==> src/rtl/aead_ctrl_param.sv <==
// AEAD mode controller: sequences key/nonce loading, block absorb/output,
// tag generation or verification around an external permutation datapath.
module aead_ctrl_param #(
  parameter int KEY_WORDS  = 4,
  parameter int NPUB_WORDS = 4,
  parameter int BLK_WORDS  = 2,
  parameter int TAG_WORDS  = 2
) (
  input  logic       clk,
  input  logic       rst,
  input  logic       key_update,
  input  logic       key_valid,
  output logic       key_ready,
  input  logic       bdi_valid,
  input  logic       bdi_eot,
  input  logic       bdi_eoi,
  input  logic [3:0] bdi_type,
  input  logic [2:0] bdi_size,
  input  logic       decrypt,
  output logic       bdi_ready,
  output logic       bdo_valid,
  input  logic       bdo_ready,
  output logic [3:0] bdo_valid_bytes,
  output logic       end_of_block,
  output logic       perm_start,
  input  logic       perm_done,
  output logic       en_key,
  output logic       en_npub,
  output logic       en_bdi,
  output logic       en_state,
  output logic       init_state,
  output logic       sel_tag,
  output logic [1:0] ctrl_word,
  output logic [3:0] word_idx,
  input  logic       tag_match,
  output logic       msg_auth_valid,
  output logic       msg_auth,
  input  logic       msg_auth_ready
);

  localparam logic [3:0] S_IDLE      = 4'd0;
  localparam logic [3:0] S_LD_KEY    = 4'd1;
  localparam logic [3:0] S_LD_NPUB   = 4'd2;
  localparam logic [3:0] S_INIT      = 4'd3;
  localparam logic [3:0] S_WAIT_INIT = 4'd4;
  localparam logic [3:0] S_LD_BLK    = 4'd5;
  localparam logic [3:0] S_WAIT_PERM = 4'd6;
  localparam logic [3:0] S_OUT_BLK   = 4'd7;
  localparam logic [3:0] S_TAG       = 4'd8;
  localparam logic [3:0] S_WAIT_TAG  = 4'd9;
  localparam logic [3:0] S_OUT_TAG   = 4'd10;
  localparam logic [3:0] S_LD_TAG    = 4'd11;
  localparam logic [3:0] S_VERIFY    = 4'd12;

  localparam logic [3:0] KEY_LAST  = 4'(KEY_WORDS - 1);
  localparam logic [3:0] NPUB_LAST = 4'(NPUB_WORDS - 1);
  localparam logic [3:0] BLK_LAST  = 4'(BLK_WORDS - 1);
  localparam logic [3:0] TAG_LAST  = 4'(TAG_WORDS - 1);

  logic [3:0] state, state_nxt;
  logic [3:0] cnt;
  logic       cnt_inc;
  logic       dec_r, eoi_r, eot_r, ad_r, blk_done;
  logic [3:0] last_idx;
  logic [2:0] last_size;
  logic       bdi_xfer;
  logic       blk_last;

  assign word_idx = cnt;
  assign bdi_xfer = bdi_valid & bdi_ready;
  assign blk_last = (cnt == BLK_LAST) | bdi_eot;

  always_comb begin
    state_nxt       = state;
    cnt_inc         = 1'b0;
    key_ready       = 1'b0;
    bdi_ready       = 1'b0;
    bdo_valid       = 1'b0;
    bdo_valid_bytes = 4'b1111;
    end_of_block    = 1'b0;
    perm_start      = 1'b0;
    en_key          = 1'b0;
    en_npub         = 1'b0;
    en_bdi          = 1'b0;
    en_state        = 1'b0;
    init_state      = 1'b0;
    sel_tag         = 1'b0;
    ctrl_word       = 2'b00;
    msg_auth_valid  = 1'b0;
    msg_auth        = 1'b0;
    case (state)
      S_IDLE: begin
        if (key_update && key_valid)       state_nxt = S_LD_KEY;
        else if (!key_update && bdi_valid) state_nxt = S_LD_NPUB;
      end
      S_LD_KEY: begin
        key_ready = key_valid;
        en_key    = key_valid;
        if (key_valid) begin
          if (cnt == KEY_LAST) state_nxt = S_LD_NPUB;
          else                 cnt_inc   = 1'b1;
        end
      end
      S_LD_NPUB: begin
        bdi_ready = 1'b1;
        en_npub   = bdi_valid;
        if (bdi_valid) begin
          if (cnt == NPUB_LAST) state_nxt = S_INIT;
          else                  cnt_inc   = 1'b1;
        end
      end
      S_INIT: begin
        init_state = 1'b1;
        en_state   = 1'b1;
        perm_start = 1'b1;
        state_nxt  = S_WAIT_INIT;
      end
      S_WAIT_INIT: begin
        if (perm_done) begin
          en_state  = 1'b1;
          state_nxt = eoi_r ? S_TAG : S_LD_BLK;
        end
      end
      S_LD_BLK: begin
        // Block closes on the transfer; the permutation starts one cycle later.
        if (blk_done) begin
          perm_start = 1'b1;
          state_nxt  = S_WAIT_PERM;
        end else begin
          bdi_ready = 1'b1;
          en_bdi    = bdi_valid;
          if (bdi_valid && !blk_last) cnt_inc = 1'b1;
        end
      end
      S_WAIT_PERM: begin
        if (perm_done) begin
          if (!ad_r) state_nxt = S_OUT_BLK;
          else begin
            ctrl_word = 2'b01;
            en_state  = 1'b1;
            state_nxt = eoi_r ? S_TAG : S_LD_BLK;
          end
        end
      end
      S_OUT_BLK: begin
        bdo_valid = 1'b1;
        if ((cnt == last_idx) && eot_r) begin
          end_of_block = 1'b1;
          case (last_size)
            3'd1:    bdo_valid_bytes = 4'b1000;
            3'd2:    bdo_valid_bytes = 4'b1100;
            3'd3:    bdo_valid_bytes = 4'b1110;
            default: bdo_valid_bytes = 4'b1111;
          endcase
        end
        if (bdo_ready) begin
          if (cnt == last_idx) begin
            ctrl_word = 2'b10;
            en_state  = 1'b1;
            state_nxt = (eot_r || eoi_r) ? S_TAG : S_LD_BLK;
          end else begin
            cnt_inc = 1'b1;
          end
        end
      end
      S_TAG: begin
        perm_start = 1'b1;
        state_nxt  = S_WAIT_TAG;
      end
      S_WAIT_TAG: begin
        if (perm_done) state_nxt = dec_r ? S_LD_TAG : S_OUT_TAG;
      end
      S_OUT_TAG: begin
        sel_tag      = 1'b1;
        bdo_valid    = 1'b1;
        end_of_block = (cnt == TAG_LAST);
        if (bdo_ready) begin
          if (cnt == TAG_LAST) state_nxt = S_IDLE;
          else                 cnt_inc   = 1'b1;
        end
      end
      S_LD_TAG: begin
        bdi_ready = 1'b1;
        en_bdi    = bdi_valid;
        if (bdi_valid) begin
          if (cnt == TAG_LAST) state_nxt = S_VERIFY;
          else                 cnt_inc   = 1'b1;
        end
      end
      S_VERIFY: begin
        msg_auth_valid = 1'b1;
        msg_auth       = tag_match;
        if (msg_auth_ready) state_nxt = S_IDLE;
      end
      default: state_nxt = S_IDLE;
    endcase
  end

  always_ff @(posedge clk or negedge rst) begin
    if (!rst) begin
      state     <= S_IDLE;
      cnt       <= '0;
      dec_r     <= 1'b0;
      eoi_r     <= 1'b0;
      eot_r     <= 1'b0;
      ad_r      <= 1'b0;
      blk_done  <= 1'b0;
      last_idx  <= '0;
      last_size <= '0;
    end else begin
      state <= state_nxt;
      if (state_nxt != state) cnt <= '0;
      else if (cnt_inc)       cnt <= cnt + 4'd1;

      if (state_nxt != state)                         blk_done <= 1'b0;
      else if (state == S_LD_BLK && bdi_xfer && blk_last) blk_done <= 1'b1;

      if (state == S_IDLE) begin
        dec_r <= 1'b0;
        eoi_r <= 1'b0;
      end
      if (state == S_LD_NPUB && bdi_valid && cnt == NPUB_LAST) begin
        dec_r <= decrypt;
        eoi_r <= bdi_eoi;
      end
      // eoi is sticky so an early end-of-input still ends the message at segment end.
      if (state == S_LD_BLK && bdi_xfer) begin
        ad_r      <= (bdi_type == 4'b0001);
        eot_r     <= bdi_eot;
        last_size <= bdi_size;
        last_idx  <= cnt;
        if (bdi_eoi) eoi_r <= 1'b1;
      end
    end
  end

endmodule

==> config.mk <==
export PLATFORM = sky130hd
export DESIGN_NAME = aead_ctrl_param
export DESIGN_NICKNAME = d
export VERILOG_FILES = /design/src/rtl/aead_ctrl_param.sv
export SDC_FILE = /design/constraint.sdc
export NUM_CORES = 1
export LEC_CHECK = 0
export CORE_UTILIZATION = 36
export CTS_BUF_LIST = sky130_fd_sc_hd__clkbuf_4 sky130_fd_sc_hd__clkbuf_8 sky130_fd_sc_hd__clkbuf_16
export DETAILED_ROUTE_END_ITERATION = 8
export HOLD_SLACK_MARGIN = 0.02
export PLACE_DENSITY_LB_ADDON = 0.3
export SYNTH_ARGS = -nofsm -noshare
export SYNTH_HDL_FRONTEND = slang
export SYNTH_SLANG_ARGS = --single-unit
==> constraint.sdc <==
create_clock -name clk -period 5.8 [get_ports clk]
set_input_delay 1.16 -clock clk [delete_from_list [all_inputs] [get_ports clk]]
set_output_delay 1.16 -clock clk [all_outputs]
set_load 0.02 [all_outputs]
# Yosys cells after proc, flatten, opt, wreduce, memory -nomap -nowiden

Cells that the tools add are included.

Register bits after elaboration: 20
Input bits: 19
Word-level logic and storage cells: 122
Output and inout bits: 23

Add/subtract/negate cells: 1
Mux-type cells: 72
Reduce and logical (&&, ||, !) cells: 18
Bitwise operators: 2
Eq/ne operators: 20

Operators with widths:

| kind                | number |
|---|---|
| $mux 4              | 22 |
| $pmux 4 s13         | 1 |
| $mux 1              | 37 |
| $eq 4x4->1 const B  | 5 |
| $eq 4x3->1 const B  | 4 |
| $eq 4x1->1 const B  | 3 |
| $eq 4x2->1 const B  | 3 |
| $pmux 3 s3          | 1 |
| $logic_and 1x1->1   | 8 |
| $pmux 1 s2          | 4 |
| $eq 3x2->1 const B  | 2 |
| $mux 3              | 2 |
| $pmux 1 s6          | 1 |
| $reduce_bool 2->1   | 3 |
| $reduce_or 2->1     | 3 |
| $add 4x1->4 const B | 1 |
| $eq 4x4->1          | 1 |
| $logic_not 4->1     | 1 |
| $mux 2              | 2 |
| $ne 4x4->1          | 1 |
| $pmux 1 s4          | 1 |
| $pmux 2 s2          | 1 |
| $eq 3x1->1 const B  | 1 |
| $logic_not 1->1     | 2 |
| 3 further kinds     | 3 |

# Depth between registers and ports, before layout

Gate-level depths: netlist of the first run.

Depth after elaboration: 9
Mapped depth: 8
Gate-level depth less buffers: 8

# Worst setup path before layout of the first run

Ideal clock, no wire load.

Path type: in2out
From: input port bdo_ready
To: output port en_state
Stages: 3
Required time: 4640 ps
Buffers on the path: 0
Path slack: 2585 ps
Arrival time: 2055 ps
Path through: inv_1 -> nor3_1 -> o21bai_1

Cells in the longest elaborated chain, start to end: 2

Ends and longest elaborated chain:

| element         | RTL line | source |
|---|---|---|
| start, declared | 22       | `input logic bdo_ready,` |
| $mux 1          | 156      | `if (bdo_ready) begin` |
| $pmux 1 s4      | 91       | `case (state)` |
| end, declared   | 30       | `output logic en_state,` |

Every way passes these cells.

# Worst setup path in the final report of the first run

From: input port bdi_valid
To: output port en_bdi

Cells in the longest elaborated chain, start to end: 2

Ends and longest elaborated chain:

| element         | RTL line | source |
|---|---|---|
| start, declared | 14       | `input logic bdi_valid,` |
| $mux 1          | 126      | `if (blk_done) begin` |
| $pmux 1 s2 (*)  | 91       |  |
| end, declared   | 29       | `output logic en_bdi,` |

Every way passes the cells marked *; elsewhere a longest branch is shown, timed or not.

==> results.md, run 1 <==
- The initial antenna violation count came to 0.
- The actual slew at the worst max-slew pin is 0.948 ns.
- The aggregate global-route resource usage is 0.199.
- For this design the top-level I/O count stands at 42.
- Setup repair after global routing left no endpoint under its margin.
- The placed wire-length estimate after detailed placement is 3010 um.
- Clock tree synthesis inserted a total of 3 buffers.
- The flow ran to the end, and the final reports show no timing, DRC or antenna violations.
- The total instance count after detailed placement is 269.
- The clock tree skew after final layout is 0.00443 ns.
- In the finished design, the share of the clock period the worst path needs comes to 0.692.
- The tree is rooted in a clkbuf_8.
- The peak supply drop is 0.000228 V.
- The initial utilization of the core area, before any placement, comes to 0.375.
- The number of cells on the worst hold path is 2.
- The fraction of registers with async set or reset after synthesis is 1.00.
- The distinct cell type count of the synthesized netlist is 50.
- Before antenna repair, the detailed router went through 4 iterations.
- The floorplan step set the die width to 66.8 um.
- Clock-pin slew was measured on the worst setup and hold paths at 0.08 ns.
- The flop and latch count out of synthesis is 20.
- The via count normalized by instance count is 5.65.
- The reg-to-reg startpoint is state[1].
- When the netlist entered floorplanning its net count stood at 210.
- After clock tree synthesis, the setup repair step added 0 buffers.
- At the placement stage, the worst setup path has a slack of 1.79 ns.
- The delay of the slowest cell on the worst path is 0.61 ns.
- The startpoint identified for the worst hold timing path is last_idx[2].
- The highest fanout seen on the critical path is 11.
- The clock passes through at most 2 buffers.
- The path with the worst hold slack has its endpoint at last_idx[2].
- The number of enable flip-flop cells after synthesis is 0.
- The first global-routing pass estimated 6580 um of wire.
- The die is 66.8 um tall.
- The TritonCTS clock tree is yes.
- The average size of a mapped cell is 8.00 um2.
- Counting every instance in the synthesized netlist gives 189.
- The post-cts sizing count is 0.
- The synthesized netlist occupies a cell area of 0.00151 mm2.
- In this run the register-to-register setup slack is 3.47 ns.
- After the first detailed-routing iteration, the DRC count stood at 100.
- At the end of routability-driven placement, the weighted congestion stood at 0.868.
- At the worst endpoint, the arrival time is 2.85 ns.
- The cell depth of the worst flop-to-flop path is 6.
- At the worst endpoint, the required time is 4.64 ns.
- The hold buffer count at cts is 0.
- The min-delay analysis places its worst path in the category flip-flop to flip-flop.
- The category of the critical setup timing path is primary input to output pin.
- The count of maximum capacitance violations is 0.
- The signal on the critical path passes through clkdlybuf4s50_1, nand3_1, nand2_1, clkdlybuf4s50_1.
- The area growth from synthesis to layout is 29.3%.
- The number of slew-limit violations in the final report is 0.
- The portion of synthesized cell area occupied by the leading cell type is 0.331.
- The number of nets in the layout is 245.
- The setup violation total in the final timing report is 0.
- Summed over all instances, the cell type with the most area after synthesis is dfrtp_1.
- In this run the tightest slew margin relative to its limit is 0.366.
- The final global-route overflow total is 0.
- The floorplan die area is 0.00446 mm2.
- The sequential-to-total area share from yosys stat is 0.331.
- The main flop type after synthesis is dfrtp_1.
- The clock period minus final worst setup slack is 4.01 ns.
- The count of placed standard cells in the final layout, fillers left out is 272.
- The startpoint type of the worst setup path is a primary input.
- The share of final-layout standard cells stronger than drive strength 1 is 0.0541.
- After detailed routing, the total wire length is 4080 um.
- The total leakage power is 0.796 nW.
- Sorting the synthesized cells by how often they occur yields 33 x nand2_1, 21 x nor2_1, 20 x dfrtp_1.
- The count of unresolved DRC violations after routing is 0.
- The library cell appearing most often on the critical path is clkdlybuf4s50_1.
- In this run the number of H-tree levels came out at 1.
- The routed layout has 1536 vias.
- In this run the critical register-to-register path is captured at word_idx[3].
- Fill cells in the final layout number 422.
- The worst path meets setup with 1.79 ns of slack.
- The nature of the critical path endpoint is an output pin.
- The area of the core region is 0.00403 mm2.
- The number of global-route vias before repair was 1388.
- The remaining antenna violation count is 0.
- Entering global routing, the biggest net connects 21 pins.
- For this run, the number of Yosys warnings is 0.
- The repair_antennas step left the layout with diodes totalling 0.
- The clock net in this run drives a total of 20 sinks.
- The highest-delay cell along the critical path is clkdlybuf4s50_1.
- Port buffering added 40 buffers.
- Dividing total power by cell area gives a power density of 428 mW/mm2.
- In the post-synthesis netlist, the biggest area contributors are dfrtp_1 33%, nand2_1 8.2%, nor2_1 5.2%.
- For the worst-skew pair, the clock arrives at the later sink with an insertion delay of 0.26 ns.
- nand2_1 is the most common cell in the netlist.
- The routed length per placed instance is 15.0 um.
- The hold violation total from the final report is 0.
- The number of placement rows is 23.
- The sum of negative setup slack is 0 ns.
- The achievable frequency is 249 MHz.
==> logic make-up after synthesis <==
logic type               after synthesis  share of synthesized area
multiplexers                           3                     0.0223
flip-flops                            20                      0.331
other                                  1                    0.00248
adder cells (fa/ha/maj)                2                     0.0166
AND/OR/NAND/NOR                       94                      0.318
AO/OA/AOI/OAI                         44                      0.205
XOR/XNOR                               8                     0.0464
buffers and inverters                 17                     0.0580
==> metal layers <==
metal / global-route usage / routed length [um]
met1: 0.264 / 1830
met3: 0.0223 / 231
met4: 0.0931 / 114
met5: 0 / 0
met2: 0.319 / 1910
==> through the flow <==
stage                     instance area (um2)  utilization  hold WS [ns]  power, W
final                                    1950        0.485         0.505  0.000836
after global routing                     1950        0.485         0.529  0.000900
after CTS                                1950        0.485         0.507  0.000838
after detailed placement                 1910        0.475         0.489  0.000742
after global placement                   1910        0.475         0.482  0.000738
after floorplan                          1510            -         0.462  0.000583
==> layout make-up <==
type	count	area (um2)	area share
clock buffer	3	41.3	0.0211
inverter	7	26.3	0.0134
tap	50	62.6	0.0320
multi-input combinational	152	923	0.472
sequential	20	500	0.256
timing repair buffer	40	400	0.205
==> worst max path at each step <==
stage                          from       end  slack, ns  cells after the start
after floorplan           bdo_ready  en_state       2.59                      3
after global placement    perm_done  en_state       1.81                      6
after detailed placement  bdi_valid    en_bdi       1.79                      4
after CTS                 bdi_valid    en_bdi       1.78                      4
after global routing      perm_done  en_state       1.68                      6
final                     bdi_valid    en_bdi       1.79                      4
==> worst max-delay path, delay by kind of cell <==
kind	cells	cell delay, ns
simple gates	2	0.51
buf+inv	2	1.18
==> report_power, final <==
group | internal, W | switching (W) | total (W) | leakage (nW)
logic | 0.000207 | 0.000267 | 0.000474 | 0.510
registers | 0.000182 | 0.0000874 | 0.000269 | 0.265
clock network | 0.0000463 | 0.0000471 | 0.0000934 | 0.0216
total | 0.000435 | 0.000402 | 0.000836 | 0.796
==> registers in the layout (all words and copies together), names as in the netlist <==
name and flops:
dec_r 1, ad_r 1, eot_r 1, last_idx 4, eoi_r 1, word_idx 4
last_size 3, state 4, blk_done 1
==> cells in the final DEF (no fill, tap or decap), types with 2 or more instances in the layout <==
| master | netlist | final |
|---|---|---|
| nand2_1 | 33 | 33 |
| xnor2_1 | 7 | 7 |
| nor2b_1 | 5 | 5 |
| clkdlybuf4s50_1 | 0 | 40 |
| a21oi_1 | 6 | 6 |
| nand3_1 | 6 | 6 |
| o21ai_0 | 10 | 10 |
| dfrtp_1 | 20 | 20 |
| and2_1 | 4 | 4 |
| nand2b_1 | 3 | 3 |
| clkbuf_8 | 0 | 3 |
| nor2_1 | 21 | 21 |
| and3_1 | 3 | 3 |
| a31oi_1 | 3 | 3 |
| nand4bb_1 | 2 | 2 |
| inv_1 | 7 | 7 |
| nand4_1 | 4 | 4 |
| o21bai_1 | 4 | 4 |
| nand4b_1 | 2 | 2 |
| ha_1 | 2 | 2 |
| a32oi_1 | 2 | 2 |
| nor3b_1 | 2 | 2 |
| nor3_1 | 4 | 4 |
| mux2_2 | 3 | 3 |
| o211ai_1 | 3 | 3 |
No activity file was read; power rests on OpenSTA's default activity.
==> run 2, diff against run 1 <==
clock period = 4 ns   (was 5.8 ns; I/O delays follow)
==> results.md, run 2 (synthesis results as in run 1) <==
- The clock transition at the registers of the reported paths is 0.07 ns (about the same).
- The fraction of power spent switching nets is 0.479 (-0.00119).
- The first-iteration detailed-routing DRC count is 151 (+51%).
- The sequential cell area in the final layout is 500 um2 (unchanged).
- The number of search-and-repair iterations in the first detailed-routing pass is 4 (unchanged).
- The total leakage power is 0.796 nW (unchanged).
- The hold buffer count at cts is 0 (unchanged).
- The detailed-route wire length is 3990 um (-2.2%).
- The worst hold-check path type is flip-flop to flip-flop.
- The placed wire-length estimate after detailed placement was 3000 um (-0.15%).
- The sum of internal, switching and leakage power is 0.00121 W (+45%).
- The clock share of power was 0.112 (about the same).
- The number of H-tree branching levels is 1 (unchanged).
- The actual slew at the worst max-slew pin is 0.944 ns (-0.00310 ns).
- The worst max-slew margin expressed relative to the limit came to 0.368 (+0.00207).
- The number of placed I/O pins came to 42 (unchanged).
- The library cells used most frequently in the layout, excluding fill and tap cells, are 40 x clkdlybuf4s50_1, 33 x nand2_1, 21 x nor2_1.
- The library cell used most frequently in the layout, excluding fill and tap cells, is clkdlybuf4s50_1.
- The count of unresolved DRC violations after routing is 0 (unchanged).
- The number of global-route vias before repair is 1384 (-0.29%).
- The area growth from synthesis to layout is 29.3% (unchanged).
- The peak supply drop is 0.000275 V (+21%).
- The post-CTS setup-driven buffer insertion count is 0 (unchanged).
- The number of placement rows is 23 (unchanged).
- The worst setup path is of the primary input to output pin kind.
- The buffer depth of the longest clock path is 2 (unchanged).
- The root buffer cell is clkbuf_8.
- The flow ran to the end, and the final reports show no timing, DRC or antenna violations.
- The post-cts sizing count is 0 (unchanged).
- The pin count of the biggest net entering global routing is 21 (unchanged).
- The number of antenna diodes is 0 (unchanged).
- The switching power is 0.000580 W (+44%).
- The routed via count came to 1512 (-1.6%).
- The hold violation total from the final report came to 0 (unchanged).
- The post-place setup slack came to 0.720 ns (-1.07 ns).
- The via count normalized by instance count is 5.56 (-1.6%).
- The highest fanout seen on the critical path is 11 (unchanged).
- The area of the multi-input gates is 923 um2 (unchanged).
- The floorplan die area is 0.00446 mm2 (unchanged).
- The number of fill cells in the layout is 400 (-5.2%).
- The first-pass GRT wire length was 6460 um (-1.9%).
- The area of the core region is 0.00403 mm2 (unchanged).
- The final global-route overflow total was 0 (unchanged).
- The clock tree skew after final layout is 0.00310 ns (-0.00132 ns).
- The sum of negative setup slack is 0 ns (unchanged).
- The setup violation total in the final timing report is 0 (unchanged).
- The initial core utilization is 0.375 (unchanged).
- The number of clock buffers inserted by TritonCTS was 3 (unchanged).
- Setup repair after global routing left no endpoint under its margin.
- The post-route core utilization is 0.485 (unchanged).
- The aggregate global-route resource usage is 0.196 (-0.00275).
- The count of maximum capacitance violations is 0 (unchanged).
- The data required time at the worst endpoint was 3.20 ns (-1.44 ns).
- The internal power summed over all cells is 0.000631 W (+45%).
- The number of nets in the layout is 245 (unchanged).
- The tightest hold margin was 0.502 ns (-0.00229 ns).
- The die width is 66.8 um (unchanged).
- The power density over the cells is 619 mW/mm2 (+45%).
- The clock sink count was 20 (unchanged).
- The count of buffers inserted at the top-level ports is 40 (unchanged).
- The vertical die dimension came to 66.8 um (unchanged).
- The critical path arrival came to 2.51 ns (-0.34 ns).
- The portion of total power attributed to combinational logic is 0.567 (about the same).
- The final critical-path setup slack is 0.685 ns (-1.10 ns).
- The TritonCTS clock tree is yes.
- The remaining antenna violation count was 0 (unchanged).
- The sequential cell fraction of total power is 0.321 (about the same).
- The number of slew-limit violations in the final report came to 0 (unchanged).
- STA classifies the critical path startpoint as a primary input.
- The achievable frequency is 302 MHz.
- The nature of the critical path endpoint is an output pin.
- The final weighted congestion in routability-driven placement is 0.869 (about the same).
- The clock period minus final worst setup slack is 3.31 ns.
- The final cycle utilization of the critical path is 0.829.
- The routed length per placed instance is 14.7 um (-2.2%).
- The initial antenna violation count was 0 (unchanged).
- The share of final-layout standard cells stronger than drive strength 1 is 0.0541 (unchanged).
- The insertion delay of the later-clocked pin in the worst-skew pair is 0.26 ns (about the same).
-- run 2: area by class of cell --
type / count / area share
Multi-Input combinational cell: 152 / 0.472
Sequential cell: 20 / 0.256
Timing Repair Buffer: 40 / 0.205
Tap cell: 50 / 0.0320
Clock buffer: 3 / 0.0211
Inverter: 7 / 0.0134
-- run 2: critical path: stages --
cell and delay (ns):
clkdlybuf4s50_1 0.56, nand3_1 0.33, nand2_1 0.20, clkdlybuf4s50_1 0.62
-- run 2: metrics by stage --
step                      std cells  instance area (um2)
after floorplan                 189                 1510
after global placement          269                 1910
after detailed placement        269                 1910
after CTS                       272                 1950
after global routing            272                 1950
final                           272                 1950
-- run 2: power by group through the flow --
stage / Combinational [W] / Sequential, W / Clock (W)
floorplan: 0.000523 / 0.000323 / 0
global placement: 0.000680 / 0.000390 / 0
detailed placement: 0.000684 / 0.000389 / 0
CTS: 0.000687 / 0.000385 / 0.000138
global route: 0.000753 / 0.000405 / 0.000145
finish: 0.000686 / 0.000389 / 0.000135
-- run 2: final timing paths --
path,from,end,slack [ns],depth (start not counted)
min,last_idx[0],last_idx[0],0.50,2
max reg2reg,state[1],word_idx[3],1.65,6
max in group asynchronous,rst,eoi_r,2.36,1
max,bdi_valid,en_bdi,0.69,4
min reg2reg,last_idx[0],last_idx[0],0.50,2
min in group asynchronous,rst,last_size[1],1.06,1
-- run 2: routing by layer --
layer / up-vias / global-route usage / routed length (um)
met2: 81 / 0.307 / 1790
met5: - / 0 / 0
met4: 0 / 0.0851 / 110
met3: 12 / 0.0342 / 329
met1: 681 / 0.263 / 1760
li1: 738 / - / -
==> run 3, diff against run 2 <==
clock period = 2.9 ns   (was 4 ns; I/O delays follow)
==> results.md, run 3 (synthesis results as in run 1) <==
- The highest fanout seen on the critical path was 6 (-5).
- TritonCTS built the clock tree.
- The area of the core region is 0.00403 mm2 (unchanged).
- The aggregate global-route resource usage is 0.205 (+0.00865).
- The root buffer cell is clkbuf_8.
- The final critical-path setup slack is 0.176 ns (-0.509 ns).
- The placed wire-length estimate after detailed placement came to 3150 um (+5.0%).
- The total instance count after detailed placement is 283 (+5.2%).
- The hold violation total from the final report was 0 (unchanged).
- The remaining antenna violation count is 0 (unchanged).
- The number of clock buffers inserted by TritonCTS was 3 (unchanged).
- The final global-route overflow total was 0 (unchanged).
- The number of slew-limit violations in the final report is 0 (unchanged).
- The number of cells on the worst hold path is 2 (unchanged).
- The die width is 66.8 um (unchanged).
- The power density over the cells is 854 mW/mm2 (+38%).
- The initial core utilization is 0.375 (unchanged).
- The hold buffer count at cts is 0 (unchanged).
- The highest-delay cell along the critical path is clkdlybuf4s50_1.
- The kind of cell adding the most delay to the critical path is buffers and inverters.
- The post-place setup slack is 0.182 ns (-0.537 ns).
- The final weighted congestion in routability-driven placement is 0.914 (+5.2%).
- Static timing analysis puts the maximum clock frequency at 367 MHz.
- The routed length per placed instance is 14.7 um (+0.50%).
- The vertical die dimension is 66.8 um (unchanged).
- The first-pass GRT wire length is 6730 um (+4.2%).
- The total leakage power is 0.871 nW (+9.4%).
- The pin count of the biggest net entering global routing is 21 (unchanged).
- The actual slew at the worst max-slew pin came to 0.587 ns (-0.358 ns).
- The delay of the slowest cell on the worst path is 0.61 ns (about the same).
- The clock share of power is 0.103 (-0.009).
- The data required time at the worst endpoint is 2.32 ns (-0.88 ns).
- The sequential cell fraction of total power was 0.270 (-0.051).
- The clock period minus final worst setup slack is 2.72 ns.
- The share of final-layout standard cells stronger than drive strength 1 was 0.122 (+0.0683).
- The nature of the critical path endpoint is an output pin.
- The number of global-route vias before repair is 1403 (+1.4%).
- The startpoint type of the worst setup path is a flip-flop.
- The worst max-slew margin expressed relative to the limit is 0.607 (+0.239).
- The via count normalized by instance count was 5.49 (-1.3%).
- The count of maximum capacitance violations was 0 (unchanged).
- The clock transition at the registers of the reported paths is 0.07 ns (about the same).
- The worst path buffer plus inverter count is 1 (-1).
- The number of nets in the layout is 260 (+6.1%).
- The launching element of the worst setup path is word_idx[1].
- The destination of the worst hold path is last_idx[2].
- The insertion delay of the later-clocked pin in the worst-skew pair is 0.26 ns (about the same).
- In the layout the commonest cells are 38 x clkdlybuf4s50_1, 33 x nand2_1, 21 x nor2_1.
- The number of antenna diodes is 0 (unchanged).
- From synthesis to final layout, the design area changed by 37.7%.
- The tightest min-delay check is of the flip-flop to flip-flop type.
- The setup slack of the worst register-to-register path was 0.52 ns (-1.13 ns).
- The detailed-route wire length is 4230 um (+6.0%).
- The clock sink count is 20 (unchanged).
- The setup violation total in the final timing report is 0 (unchanged).
- The number of placement rows is 23 (unchanged).
- The cell depth of the worst flop-to-flop path is 8 (+2).
- The worst register-to-register path ends at word_idx[1].
- Leaving out fill and tap cells, the most frequent cell in the layout is clkdlybuf4s50_1.
- The count of unresolved DRC violations after routing is 0 (unchanged).
- The number of H-tree branching levels came to 1 (unchanged).
- The routed via count is 1575 (+4.2%).
- The number of search-and-repair iterations in the first detailed-routing pass is 4 (unchanged).
- The internal power summed over all cells is 0.000956 W (+52%).
- The category of the critical setup timing path is flip-flop to output pin.
- The count of buffers inserted at the top-level ports came to 40 (unchanged).
- The critical path arrival is 2.14 ns (-0.37 ns).
- The flow ran to the end, and the final reports show no timing, DRC or antenna violations.
- The peak supply drop is 0.000359 V (+30%).
- The clock tree skew after final layout came to 0.00209 ns (-0.00101 ns).
- The initial antenna violation count is 0 (unchanged).
- The signal on the critical path passes through xnor2_2, nand4_1, nor3_1, o21bai_1, clkdlybuf4s50_1.
- The first-iteration detailed-routing DRC count is 111 (-26%).
- The portion of total power attributed to combinational logic is 0.628 (+0.061).
- The count of placed standard cells in the final layout, fillers left out is 287 (+5.5%).
- The floorplan die area is 0.00446 mm2 (unchanged).
- Dividing the final minimum period by the clock period gives 0.939.
- The switching power is 0.000822 W (+42%).
- The placement-stage cell area is 0.00202 mm2 (+5.5%).
- The startpoint of the most critical hold path is last_idx[2].
- The summed area of non-filler cells in the final layout is 0.00208 mm2 (+6.5%).
- The fraction of power spent switching nets came to 0.462 (-0.0165).
- In this run the critical register-to-register path is launched from word_idx[0].
- The number of placed I/O pins is 42 (unchanged).
- The buffer depth of the longest clock path was 2 (unchanged).
==> run 3: changes by cell type in the layout (fill, tap and decap cells not counted) <==
| cell | before | now |
|---|---|---|
| xnor2_2 | 0 | 1 |
| clkdlybuf4s50_1 | 40 | 38 |
| xnor2_1 | 7 | 6 |
| dfrtp_2 | 0 | 1 |
| buf_4 | 0 | 15 |
| dfrtp_1 | 20 | 19 |
| dlymetal6s2s_1 | 0 | 2 |
==> run 3: what timing repair did <==
action / in CTS / in global routing
resized for setup: 0 / 4
buffers inserted: 0 / 1
endpoints found under the setup margin: 0 / 7
==> run 3: metal layers <==
| layer | vias up | track usage | share of wire |
|---|---|---|---|
| met4 | 0 | 0.0718 | 0.018 |
| met1 | 733 | 0.270 | 0.43 |
| li1 | 769 | - | - |
| met2 | 67 | 0.336 | 0.49 |
| met5 | - | 0 | 0 |
| met3 | 6 | 0.0308 | 0.065 |
==> run 3: layout make-up <==
cell class                 count  area, um2
sequential                    20        502
tap                           50       62.6
timing repair buffer          55        518
multi-input combinational    152        931
fill                         400       1950
inverter                       7       26.3
clock buffer                   3       41.3
==> run 3: worst max path at each step <==
stage	slack [ns]	to	cells after the start
4_1_cts	0.05	bdo_valid_bytes[0]	7
6_report	0.18	en_state	5
3_5_place_dp	0.18	en_state	5
2_1_floorplan	0.48	en_state	5
3_3_place_gp	0.17	en_state	5
5_1_grt	-0.01	bdo_valid_bytes[1]	7
==> run 3: worst reg2reg max path, stage by stage, from the launching register on <==
cell and delay (ns):
dfrtp_1 0.37, buf_4 0.16, ha_1 0.19, or3b_4 0.41, o211ai_1 0.16, o2111ai_1 0.17
o21ai_0 0.24, nand4b_1 0.30, a211oi_1 0.28
==> run 3: power by group through the flow <==
stage          combinational (W)  sequential (W)  clock, W
6_report                 0.00112        0.000479  0.000182
3_3_place_gp             0.00107        0.000480         0
4_1_cts                  0.00109        0.000476  0.000188
5_1_grt                  0.00124        0.000495  0.000200
2_1_floorplan           0.000722        0.000445         0
3_5_place_dp             0.00108        0.000481         0
==> run 3: per-stage QoR <==
| stage | util | hold slack, ns | setup TNS, ns | power [W] |
|---|---|---|---|---|
| floorplan | - | 0.284 | 0 | 0.00117 |
| global placement | 0.501 | 0.480 | 0 | 0.00155 |
| detailed placement | 0.501 | 0.486 | 0 | 0.00156 |
| CTS | 0.511 | 0.504 | 0 | 0.00175 |
| global route | 0.516 | 0.523 | -0.0270 | 0.00193 |
| finish | 0.516 | 0.506 | 0 | 0.00178 |
